<file path="src/rtl/sine_phase_gen_pkg.sv">
// Shared constants for sine_phase_gen: quarter-wave sine table, reset duty value
// and the freq_adj-to-phase-step encoding.
package sine_phase_gen_pkg;

  localparam logic [7:0] DUTY_RESET = 8'd127;
  localparam logic [7:0] DUTY_PEAK  = 8'd254;

  // round(127 + 127*sin(2*pi*k/256)) for k = 0..63; k = 64 is DUTY_PEAK
  localparam logic [7:0] QUARTER_LUT [64] = '{
    8'd127, 8'd130, 8'd133, 8'd136, 8'd139, 8'd143, 8'd146, 8'd149,
    8'd152, 8'd155, 8'd158, 8'd161, 8'd164, 8'd167, 8'd170, 8'd173,
    8'd176, 8'd178, 8'd181, 8'd184, 8'd187, 8'd190, 8'd192, 8'd195,
    8'd198, 8'd200, 8'd203, 8'd205, 8'd208, 8'd210, 8'd212, 8'd215,
    8'd217, 8'd219, 8'd221, 8'd223, 8'd225, 8'd227, 8'd229, 8'd231,
    8'd233, 8'd234, 8'd236, 8'd238, 8'd239, 8'd240, 8'd242, 8'd243,
    8'd244, 8'd245, 8'd247, 8'd248, 8'd249, 8'd249, 8'd250, 8'd251,
    8'd252, 8'd252, 8'd253, 8'd253, 8'd253, 8'd254, 8'd254, 8'd254
  };

  // Bit position of the single set bit in the phase step.
  function automatic int step_lsb(input int phase_w, input logic [1:0] freq_adj);
    return phase_w - 8 + int'(freq_adj);
  endfunction

endpackage

</file>
<file path="src/rtl/sine_phase_gen_quarter_lut.sv">
// Full-period sine lookup built from the quarter-wave table using mirror
// (address bit 6) and negate (address bit 7).
module sine_quarter_lut
  import sine_phase_gen_pkg::*;
(
  input  logic [7:0] addr,
  output logic [7:0] value
);

  logic [6:0] k;
  logic [7:0] mag;

  always_comb begin
    k     = addr[6] ? (7'd64 - {1'b0, addr[5:0]}) : {1'b0, addr[5:0]};
    mag   = k[6] ? DUTY_PEAK : QUARTER_LUT[k[5:0]];
    value = addr[7] ? (DUTY_PEAK - mag) : mag;
  end

endmodule

</file>
<file path="src/rtl/sine_phase_gen.sv">
// Frame-paced sine sample generator feeding a PWM over a valid/ready handshake.
// Define SINE_PHASE_GLITCHLESS_EN to change frequency only at phase wrap-around.
module sine_phase_gen
  import sine_phase_gen_pkg::*;
#(
  parameter int PHASE_W = 16,
  parameter int FRAME_W = 8
) (
  input  logic       clk,
  input  logic       rst,
  input  logic       en,
  input  logic [1:0] freq_adj,
  output logic [7:0] duty_cycle,
  output logic       duty_valid,
  input  logic       duty_ready,
  output logic       frame_start,
  output logic       overrun
);

  function automatic logic [PHASE_W-1:0] step_of(input logic [1:0] sel);
    return {{(PHASE_W-1){1'b0}}, 1'b1} << step_lsb(PHASE_W, sel);
  endfunction

  logic [FRAME_W-1:0] frame_cnt;
  logic               wrap;
  logic               vld_p0;
  logic               vld_p1;
  logic [PHASE_W-1:0] phase_p1;
  logic [PHASE_W-1:0] phase_next;
  logic [1:0]         step_sel;
  logic [7:0]         lut_val;

  assign wrap        = en && (frame_cnt == '1);
  assign frame_start = vld_p0;

`ifdef SINE_PHASE_GLITCHLESS_EN
  logic phase_carry;
  assign {phase_carry, phase_next} = {1'b0, phase_p1} + {1'b0, step_of(step_sel)};
`else
  assign phase_next = phase_p1 + step_of(step_sel);
`endif

  // Stage 0: frame counter; vld_p0 marks the clock after a wrap
  always_ff @(posedge clk) begin
    if (rst) begin
      frame_cnt <= '0;
      vld_p0    <= 1'b0;
    end else begin
      vld_p0 <= wrap;
      if (en) frame_cnt <= frame_cnt + 1'b1;
    end
  end

  always_ff @(posedge clk) begin
    if (rst) begin
      step_sel <= 2'd0;
`ifdef SINE_PHASE_GLITCHLESS_EN
    end else if (vld_p0 && phase_carry) begin
`else
    end else if (wrap) begin
`endif
      step_sel <= freq_adj;
    end
  end

  // Stage 1: phase accumulator advances once per frame
  always_ff @(posedge clk) begin
    if (rst) begin
      phase_p1 <= '0;
      vld_p1   <= 1'b0;
    end else begin
      vld_p1 <= vld_p0;
      if (vld_p0) phase_p1 <= phase_next;
    end
  end

  sine_quarter_lut u_lut (
    .addr  (phase_p1[PHASE_W-1 -: 8]),
    .value (lut_val)
  );

  // Stage 2: registered lookup; a fresh sample always wins over a stale one
  always_ff @(posedge clk) begin
    if (rst) begin
      duty_cycle <= DUTY_RESET;
      duty_valid <= 1'b0;
      overrun    <= 1'b0;
    end else if (vld_p1) begin
      duty_cycle <= lut_val;
      duty_valid <= 1'b1;
      if (duty_valid && !duty_ready) overrun <= 1'b1;
    end else if (duty_ready) begin
      duty_valid <= 1'b0;
    end
  end

endmodule

</file>
<file path="config.mk">
export PLATFORM = sky130hd
export DESIGN_NAME = sine_phase_gen
export DESIGN_NICKNAME = d
export VERILOG_FILES = /design/src/rtl/sine_phase_gen_pkg.sv /design/src/rtl/sine_phase_gen_quarter_lut.sv /design/src/rtl/sine_phase_gen.sv
export SDC_FILE = /design/constraint.sdc
export NUM_CORES = 1
export LEC_CHECK = 0
export ABC_AREA = 1
export CORE_AREA = 4 4 66 68
export DETAILED_ROUTE_END_ITERATION = 8
export DIE_AREA = 0 0 70 72
export GPL_TIMING_DRIVEN = 0
export HOLD_SLACK_MARGIN = 0.1
export PLACE_DENSITY = 0.82
export SKIP_LAST_GASP = 1
export SYNTH_ARGS = -nofsm -noshare
export SYNTH_HDL_FRONTEND = slang
export SYNTH_SLANG_ARGS = --single-unit
</file>
<file path="constraint.sdc">
create_clock -name clk -period 7.9 [get_ports clk]
set_input_delay 1.58 -clock clk [delete_from_list [all_inputs] [get_ports clk]]
set_output_delay 1.58 -clock clk [all_outputs]
set_load 0.03 [all_outputs]
</file>
======== Yosys cells after proc, flatten, opt, wreduce, memory -nomap -nowiden ========
Memories as Yosys holds them, arrays and structs flattened.
Cells that the tools add are included.
word-level totals
  latch bits .............................. 0
  output and inout port bits .............. 11
  bits of input ports ..................... 6
  memories kept ........................... 1
  flip-flop bits (word level) ............. 38
  word-level logic and storage cells ...... 30
  bits in writable memories ............... 0
  memory bits (read-only) ................. 512
memories
  name             depth  width  rd ports  clocked after memory_dff  wr ports  RTL line                          RTL
  (no name shown)  64     8      1         0                         0         sine_phase_gen_quarter_lut.sv:15  mag = k[6] ? DUTY_PEAK : QUARTER_LUT[k[5:0]];
cells by class
  bitwise gates (word level) .............. 1
  $lt $le $gt $ge ......................... 1
  shift operators ......................... 1
  divide/modulo/power cells ............... 0
  eq/ne operators ......................... 1
  multipliers ............................. 0
  mux-type cells .......................... 7
  add/sub/neg operators ................... 5
  reduce and logical (&&, ||, !) cells .... 5
operator list
  operator                number
  $mux W8                 4
  $add A16 B16 Y16        1
  $shl A1 B5 Y16 const A  1
  $add A8 B1 Y8 const B   1
  $eq A8 B8 Y1 const B    1
  $sub A8 B8 Y8 const A   1
  $ge A7 B7 Y1 const B    1
  $mux W7                 1
  $not A6 Y7              1
  $sub A7 B6 Y7 const A   1
  $add A4 B2 Y5 const A   1
  $logic_and A1 B1 Y1     2
  $mux W1                 2
  $reduce_and A2 Y1       1
  $reduce_bool A2 Y1      1
  $logic_not A1 Y1        1

======== Longest topological paths before layout ========
Gate-level depths: netlist of the first run.
  depth after elaboration ................. 9
  gate-level depth with buffers ........... 22
  depth with buffers taken out ............ 21

======== Hierarchy ========
From an unflattened synthesis of the first run, not the netlist that was laid out.
unflattened totals
  cells, all modules ...................... 415
  area, all modules ....................... 2,555.0 sq um
modules (own cells, without submodules)
  module            cells each  sequential area each (sq um)  area each (sq um)  instances
  sine_phase_gen    184         600.6                         1,348.8            1
  sine_quarter_lut  231         0.0                           1,206.2            1

======== Least setup slack after synthesis of the first run ========
Ideal clock, no wire load.
  path kind ............................... input port to flip-flop
  start point ............................. input port en
  end point ............................... register step_sel[1]
  path slack .............................. 5.278 ns
  stages .................................. 10
  required time ........................... 7.814 ns
  arrival ................................. 2.536 ns
  buffers on the path ..................... 0
  setup time .............................. 0.086 ns
  cells stage by stage .................... inv_1 nor3_1 nand2_1 inv_1 nand2_1 nor2_1 nand2_1 nor2_1 inv_1 a211oi_1
on the way
  cells in the longest elaborated chain, start to end .. 1
RTL lines
  item                  RTL line              RTL
  from (decl)           sine_phase_gen.sv:11  input logic en,
  $logic_and A1 B1 Y1   sine_phase_gen.sv:33  assign wrap = en && (frame_cnt == '1);
  to (signal assigned)  sine_phase_gen.sv:62  step_sel <= freq_adj;
  to (decl)             sine_phase_gen.sv:30  logic [1:0] step_sel;
Every way passes these cells.
A chain may end at the register's enable or synchronous reset.

======== Worst setup path after layout of the first run ========
Same ends and word-level chain as after synthesis.

==> results of run 1 <==
==> final timing paths <==
check,from,slack (ns),endpoint,cells past startpoint
worst max-delay path,en,4.79,step_sel[1],11
worst min-delay path,overrun,0.47,overrun,1
worst max register to register,phase_p1[8],4.94,duty_cycle[4],21
worst min register to register,overrun,0.47,overrun,1
==> state kept, by name (all words and copies together) (netlist names) <==
| signal | count |
|---|---|
| frame_cnt | 8 |
| overrun | 1 |
| frame_start | 1 |
| vld_p1 | 1 |
| duty_cycle | 8 |
| phase_p1 | 8 |
| duty_valid | 1 |
| step_sel | 2 |
==> synth_stat cells <==
cell and n:
a211oi_1 2, a21oi_1 23, a31oi_1 1, buf_2 2
buf_6 4, clkbuf_1 3, clkinv_1 1, dfxtp_1 30
fa_1 1, ha_1 13, inv_1 36, inv_2 8
nand2_1 95, nand2_2 10, nand2_4 6, nand2_8 1
nand3_1 48, nand3_2 3, nand3_4 2, nand3b_1 1
nand4_1 4, nor2_1 30, nor2_2 3, nor3_1 9
nor4_1 1, o21a_1 1, o21ai_0 15, o21ai_1 6
o21ai_2 1, o21bai_1 1, or2_1 1, xnor2_1 1
xor2_1 1
==> layer usage <==
| layer | wire length (um) | track usage, % | vias up |
|---|---|---|---|
| met5 | 0 | 0 | - |
| met4 | 115 | 7.66 | 0 |
| met3 | 174 | 4.29 | 12 |
| met2 | 2510 | 39.6 | 39 |
| met1 | 2480 | 27.0 | 1008 |
| li1 | - | - | 1230 |
==> worst register-to-register path: cells and delay by family (launching register included) <==
family,cells,cell delay [ns]
AO/OA/AOI/OAI,1,0.06
adder cells (fa/ha/maj),2,0.52
buffers and inverters,4,0.60
AND/OR/NAND/NOR,14,1.21
flip-flops,1,0.48
==> through the flow <==
| stage | hold WS [ns] | setup WS [ns] | instance area [um^2] | util (%) |
|---|---|---|---|---|
| finish | 0.468 | 4.79 | 2670 | 69.2 |
| global route | 0.491 | 4.57 | 2670 | 69.2 |
| CTS | 0.475 | 4.80 | 2670 | 69.2 |
| detailed placement | 0.458 | 4.51 | 2560 | 66.3 |
| global placement | 0.448 | 4.55 | 2560 | 66.3 |
| floorplan | 0.445 | 5.28 | 2330 | - |
==> cells by family after synthesis <==
group                      count (synthesis)
AOI/OAI and AO/OA                         50
xor gates and xnor gates                   2
adders and majority gates                 14
buffers and inverters                     54
DFF                                       30
and+or+nand+nor                          214
==> cell usage in the layout (no fill, tap or decap), types with 2 or more instances in the layout <==
master           netlist  layout
dfxtp_1               30      30
nand3_2                3       3
inv_1                 36      36
nand2_4                6       6
clkdlybuf4s50_1        0      16
a21oi_1               23      23
nor2_2                 3       3
ha_1                  13      13
nor3_1                 9       9
o21ai_0               15      15
buf_2                  2       2
inv_2                  8       8
a211oi_1               2       2
clkbuf_8               0       6
nand3_1               48      48
buf_6                  4       4
clkbuf_1               3       3
nand3_4                2       2
nor2_1                30      30
nand2_1               95      95
nand2_2               10      10
nand4_1                4       4
o21ai_1                6       6
==> final cells by class <==
cell class,count,share of cell area (%)
clock inverter,1,1.12
sequential,30,22.5
timing repair buffer,16,6.00
inverter,45,6.33
buffer,9,2.48
clock buffer,6,3.09
multi-input combinational,280,56.1
tap,50,2.34
==> where the power goes <==
group          switching, mW  leakage (nW)  internal, mW
logic                0.00503         0.923       0.00398
registers           0.000767         0.242         0.152
clock network         0.0575        0.0573         0.101
==> summary.md, run 1 <==
| Metric | Value |
|---|---|
| Final setup fails | `0` |
| Final wirelength | `5280 um` |
| Area share of the largest cell type after synthesis | `25.7%` |
| Post-CTS Setup Bufs | `0` |
| Clock root cell | `clkbuf_8` |
| #FFs+latches synth | `30` |
| Setup TNS Final | `0 ns` |
| DRT Pass-1 Iters | `4` |
| CTS tree | `built` |
| Total grt overflow | `0` |
| Via density | `5.24` |
| Worst Hold Class | `reg -> reg` |
| CP endpoint kind | `flop` |
| Clock Skew | `0.0109 ns` |
| Vias in the first global route | `2214` |
| Total track usage | `22.3%` |
| Main area contributors after synthesis | `dfxtp_1 (26%), nand2_1 (15%), nand3_1 (10%)` |
| Core Region | `3860 um^2` |
| Crit-path slowest cell | `clkdlybuf4s50_1` |
| Critical Path, Cell by Cell | `clkdlybuf4s50_1 > inv_1 > nor3_1 > nand2_1 > inv_1 > nand2_1 > nor2_1 > nand2_1 > nor2_1 > inv_1 > a211oi_1` |
| Iter 0 DRT Violations | `194` |
| H-tree lvl count | `2` |
| Worst Max-Slew Pin Slew | `0.520 ns` |
| Worst VDD drop | `0.000134 V` |
| Max-slew violation count | `0` |
| Buf/Inv on CP | `4` |
| Filler cells | `343` |
| Area leader, netlist | `dfxtp_1` |
| Pwr dens | `120 nW/um^2` |
| Initial Util | `60.5%` |
| Vias | `2289` |
| Worst path required time | `8.09 ns` |
| Number of gates resized after CTS | `0` |
| Syn Area/Cell | `6.41 um^2` |
| Final period utilization | `39.4%` |
| I/O pin count | `17` |
| Status | `complete, no violations` |
| Clk slew on worst S/H paths | `0.06 ns` |
| Clk sinks | `30` |
| Placed cells | `430` |
| Slew margin rel. | `65.4%` |
| PortBufs | `16` |
| Wirelength per Cell | `12.1 um` |
| Chip height | `72 um` |
| Final HPWL DP | `4140 um` |
| Antenna cells | `0` |
| Largest net degree at the start of global routing | `11` |
| Die area | `5040 um^2` |
| CTS Buf Count | `5` |
| Mux share of post-synthesis cell area | `0%` |
| Synth cell types | `33` |
| Tot Pwr | `320 uW` |
| Area of the multi-input gates | `1500 um^2` |
| Number of remaining DRC errors | `0` |
| Crit Path Class | `in -> reg` |
| CTS max path bufs | `2` |
| Post-DRT Antenna Nets | `0` |
| RePlAce Congestion | `0.890` |
| Synth Area in Compound Gates | `11.4%` |
| Clock Latency Late Sink | `0.28 ns` |
| Syn Inst Count | `364` |
| Post-synthesis sequential area ratio | `25.7%` |
| CP arrival | `3.30 ns` |
| Crit path max-delay family | `buffers and inverters` |
| Number of core rows | `23` |
| First-pass GRT wire length | `9250 um` |
| Hold-fix buffer count after cts | `0` |
| Crit-path max FO | `5` |
| Adder-cell area share of the yosys netlist | `7.82%` |
| Mapped cell area | `2330 um^2` |
| Final Hold Violating Endpoints | `0` |
| Leakage | `1.22 nW` |
| Biggest cell delay along the critical path | `0.55 ns` |
| Fin crit period | `3.11 ns` |
| Mapped Nets | `384` |
| Area Overhead vs Synth | `14.4%` |
| Nets@finish | `407` |
| RSZ-0062 raised after global routing | `no` |
| Post-Synth Simple-Gate Area | `44.3%` |
| Cell Count, Final, Fillers Out | `437` |
| Max frequency | `321 MHz` |
| Chip width | `70 um` |
| Crit start category | `primary input` |
| Largest family of logic cells by synthesized area | `simple AND/OR/NAND/NOR gates` |
| Storage element area | `601 um^2` |
| Synth Area in XOR/XNOR | `0.750%` |
| Share of layout cells above drive strength 1 | `12.1%` |
| Number of synthesis warnings | `0` |
| Antenna violations before repair | `0` |
| Max-cap violations | `0` |
Note: power is estimated with default switching activity, not from simulation.
==> run 2, diff against run 1 <==
--- a/config.mk
+++ b/config.mk
@@ -6,12 +6,12 @@
 export NUM_CORES = 1
 export LEC_CHECK = 0
 export ABC_AREA = 1
-export CORE_AREA = 4 4 66 68
+export CORE_AREA = 4 4 68 70
 export DETAILED_ROUTE_END_ITERATION = 8
-export DIE_AREA = 0 0 70 72
+export DIE_AREA = 0 0 72 74
 export GPL_TIMING_DRIVEN = 0
 export HOLD_SLACK_MARGIN = 0.1
-export PLACE_DENSITY = 0.82
+export PLACE_DENSITY = 0.78
 export SKIP_LAST_GASP = 1
 export SYNTH_ARGS = -nofsm -noshare
 export SYNTH_HDL_FRONTEND = slang
==> constraint.sdc (replaced) <==
create_clock -name clk -period 3.21 [get_ports clk]
set_input_delay 0.642 -clock clk [delete_from_list [all_inputs] [get_ports clk]]
set_output_delay 0.642 -clock clk [all_outputs]
set_load 0.03 [all_outputs]
==> run 2 against run 1 <==
Compared with the run above: global-route usage down 0.37 points; critical path depth up 8; final area down 0.23%; first-iteration DRC count down 14%; die area up 5.7%; combinational power up 140%; sequential power up 150%; setup slack worse by 4.5 ns; clock skew down 0.0024 ns; count of clock-buffer cells in the layout unchanged; critical endpoint is now duty_cycle[4].
==> summary.md, run 2 (synthesized netlist as in run 1, its figures left out) <==
| Metric | Value |
|---|---|
| Antenna violations before repair | `0` |
| Hold-fix buffer count after cts | `0` |
| Initial Util | `58.8%` |
| CP arrival | `3.08 ns` |
| RePlAce Congestion | `0.906` |
| Critical R2R Capture | `duty_cycle[4]` |
| Wirelength per Cell | `12.1 um` |
| Filler cells | `361` |
| Total grt overflow | `0` |
| Critical Path, Cell by Cell | `clkinvlp_4 > ha_1 > nand2_1 > nand2_4 > ha_1 > inv_1 > nand2_1 > nand2_1 > nand3_1 > nand3_1 > nand2_1 > nand2_1 > nand2_1 > ha_1 > nand2_1 > o21ai_2 > or2_1 > nand3_1 > nand2_1` |
| Number of remaining DRC errors | `0` |
| Final Hold Violating Endpoints | `0` |
| Number of core rows | `23` |
| Final HPWL DP | `4070 um` |
| I/O pin count | `17` |
| Cell Count, Final, Fillers Out | `439` |
| Crit Path Class | `reg -> reg` |
| Vias | `2322` |
| Max-cap violations | `0` |
| Largest net degree at the start of global routing | `11` |
| Commonest non-fill, non-tap cell in the layout | `nand2_1` |
| Leakage | `1.22 nW` |
| Combinational fraction of design power | `3.0%` |
| R2r worst-path depth | `19` |
| Clk slew on worst S/H paths | `0.07 ns` |
| Post-DRT Antenna Nets | `0` |
| Max-slew violation count | `0` |
| P_int | `556 uW` |
| Chip width | `72 um` |
| Status | `complete, no violations` |
| Pwr dens | `269 nW/um^2` |
| Buf/Inv on CP | `2` |
| Hold Path Depth | `1` |
| Worst Max-Slew Pin Slew | `0.493 ns` |
| Biggest regs | `duty_cycle x8, frame_cnt x8, phase_p1 x8` |
| Via density | `5.29` |
| Final setup fails | `0` |
| Crit path max-delay family | `simple AND/OR/NAND/NOR gates` |
| Hold Path End | `overrun` |
| PortBufs | `16` |
| Clock Latency Late Sink | `0.28 ns` |
| CTS tree | `built` |
| Setup TNS Final | `0 ns` |
| Core Region | `3970 um^2` |
| Worst VDD drop | `0.000303 V` |
| Clk pwr share | `44.3%` |
| Vias in the first global route | `2255` |
| R2R setup slack | `0.31 ns` |
| CTS Buf Count | `5` |
| Storage element area | `601 um^2` |
| H-tree lvl count | `2` |
| Clock root cell | `clkbuf_8` |
| Die area | `5330 um^2` |
| RSZ-0062 raised after global routing | `no` |
| Min-delay src | `overrun` |
| DRT Pass-1 Iters | `4` |
| Final period utilization | `90.5%` |
| CTS max path bufs | `2` |
| CP most frequent cell | `nand2_1` |
| Reg-to-Reg Start | `phase_p1[8]` |
| Tot Pwr | `715 uW` |
| Sequential Power Share | `52.6%` |
| Antenna cells | `0` |
| Max frequency | `344 MHz` |
| Total track usage | `21.9%` |
| Crit-path max FO | `7` |
| Placed cells | `430` |
| First-pass GRT wire length | `9490 um` |
| Worst path required time | `3.39 ns` |
| Share of layout cells above drive strength 1 | `12.9%` |
| Crit start category | `flop` |
| Worst Hold Class | `reg -> reg` |
| Slew margin rel. | `67.1%` |
| Clock Skew | `0.00859 ns` |
| Sw frac | `22.2%` |
| Fin crit period | `2.90 ns` |
| Area of the multi-input gates | `1500 um^2` |
| Crit-path slowest cell | `dfxtp_1` |
| Clk sinks | `30` |
| Iter 0 DRT Violations | `166` |
| Chip height | `74 um` |
| CP endpoint kind | `flop` |
| Commonest non-fill, non-tap cells in the layout | `nand2_1 (95), nand3_1 (48), inv_1 (35), nor2_1 (30), dfxtp_1 (30)` |
| Area Overhead vs Synth | `14.1%` |
| Nets@finish | `408` |
| Biggest cell delay along the critical path | `0.52 ns` |
| Psw | `159 uW` |
| Final wirelength | `5330 um` |
run 2: cell types whose count changed in the layout (fill, tap and decap cells not counted), sizes merged:
| cell | change |
|---|---|
| clkinvlp | +2 |
| buf | +1 |
| bufinv | -1 |
| clkinv | +1 |
| inv | -1 |
run 2: worst max-delay path by stage:
stage	startpoint	endpoint	slack, ns	cells past startpoint
detailed placement	phase_p1[8]	duty_cycle[4]	0.22	21
finish	phase_p1[8]	duty_cycle[4]	0.31	19
global route	phase_p1[8]	duty_cycle[4]	0.02	21
CTS	phase_p1[8]	duty_cycle[4]	0.22	21
global placement	phase_p1[8]	duty_cycle[4]	0.28	21
floorplan	phase_p1[8]	duty_cycle[4]	0.65	19
run 2: power groups by stage:
stage | Clock (mW) | Combinational [mW] | Sequential, mW
4_1_cts | 0.324 | 0.0221 | 0.376
5_1_grt | 0.340 | 0.0251 | 0.377
2_1_floorplan | 0 | 0.0115 | 0.384
3_5_place_dp | 0 | 0.0220 | 0.385
6_report | 0.317 | 0.0218 | 0.376
3_3_place_gp | 0 | 0.0215 | 0.385
run 2: timing repair:
action                                  4_1_cts  5_1_grt
resized for setup                             0        1
buffers inserted                              0        1
endpoints found under the setup margin        0        2
run 2: layer usage:
layer | routed length (um) | up-vias | GRT usage [%]
met5 | 0 | - | 0
met1 | 2530 | 1033 | 27.9
li1 | - | 1238 | -
met4 | 77 | 0 | 7.10
met3 | 152 | 10 | 2.97
met2 | 2570 | 41 | 38.5
run 2: metrics by stage:
step	setup slack, ns	util (%)	instance area, um^2	hold slack [ns]
final	0.306	67.1	2660	0.465
after global routing	0.0173	67.1	2660	0.496
after CTS	0.224	66.8	2650	0.469
after detailed placement	0.220	64.4	2560	0.453
after global placement	0.281	64.4	2560	0.448
after floorplan	0.655	-	2330	0.445
run 2: cell type report:
class,instances,share of cell area (%)
Buffer,9,2.49
Clock buffer,6,3.10
Clock inverter,2,0.470
Inverter,45,6.48
Multi-Input combinational cell,280,56.3
Sequential cell,30,22.5
Tap cell,50,2.35
Timing Repair Buffer,17,6.29
run 2: worst register-to-register path, cell delays in order (launching register included):
cell	delay [ns]
dfxtp_1	0.52
clkinvlp_4	0.17
ha_1	0.31
nand2_1	0.12
nand2_4	0.09
ha_1	0.22
inv_1	0.08
nand2_1	0.07
nand2_1	0.10
nand3_1	0.08
nand3_1	0.08
nand2_1	0.07
nand2_1	0.06
nand2_1	0.10
ha_1	0.25
nand2_1	0.08
o21ai_2	0.06
or2_1	0.22
nand3_1	0.08
nand2_1	0.05
==> run 3, diff against run 2 <==
--- a/config.mk
+++ b/config.mk
@@ -12,7 +12,9 @@
 export GPL_TIMING_DRIVEN = 0
 export HOLD_SLACK_MARGIN = 0.1
 export PLACE_DENSITY = 0.78
+export SKIP_CTS_REPAIR_TIMING = 1
 export SKIP_LAST_GASP = 1
 export SYNTH_ARGS = -nofsm -noshare
 export SYNTH_HDL_FRONTEND = slang
 export SYNTH_SLANG_ARGS = --single-unit
+export TNS_END_PERCENT = 30
==> results of run 3 <==
The final DEF is identical to that of run 2; final timing and power are the same.
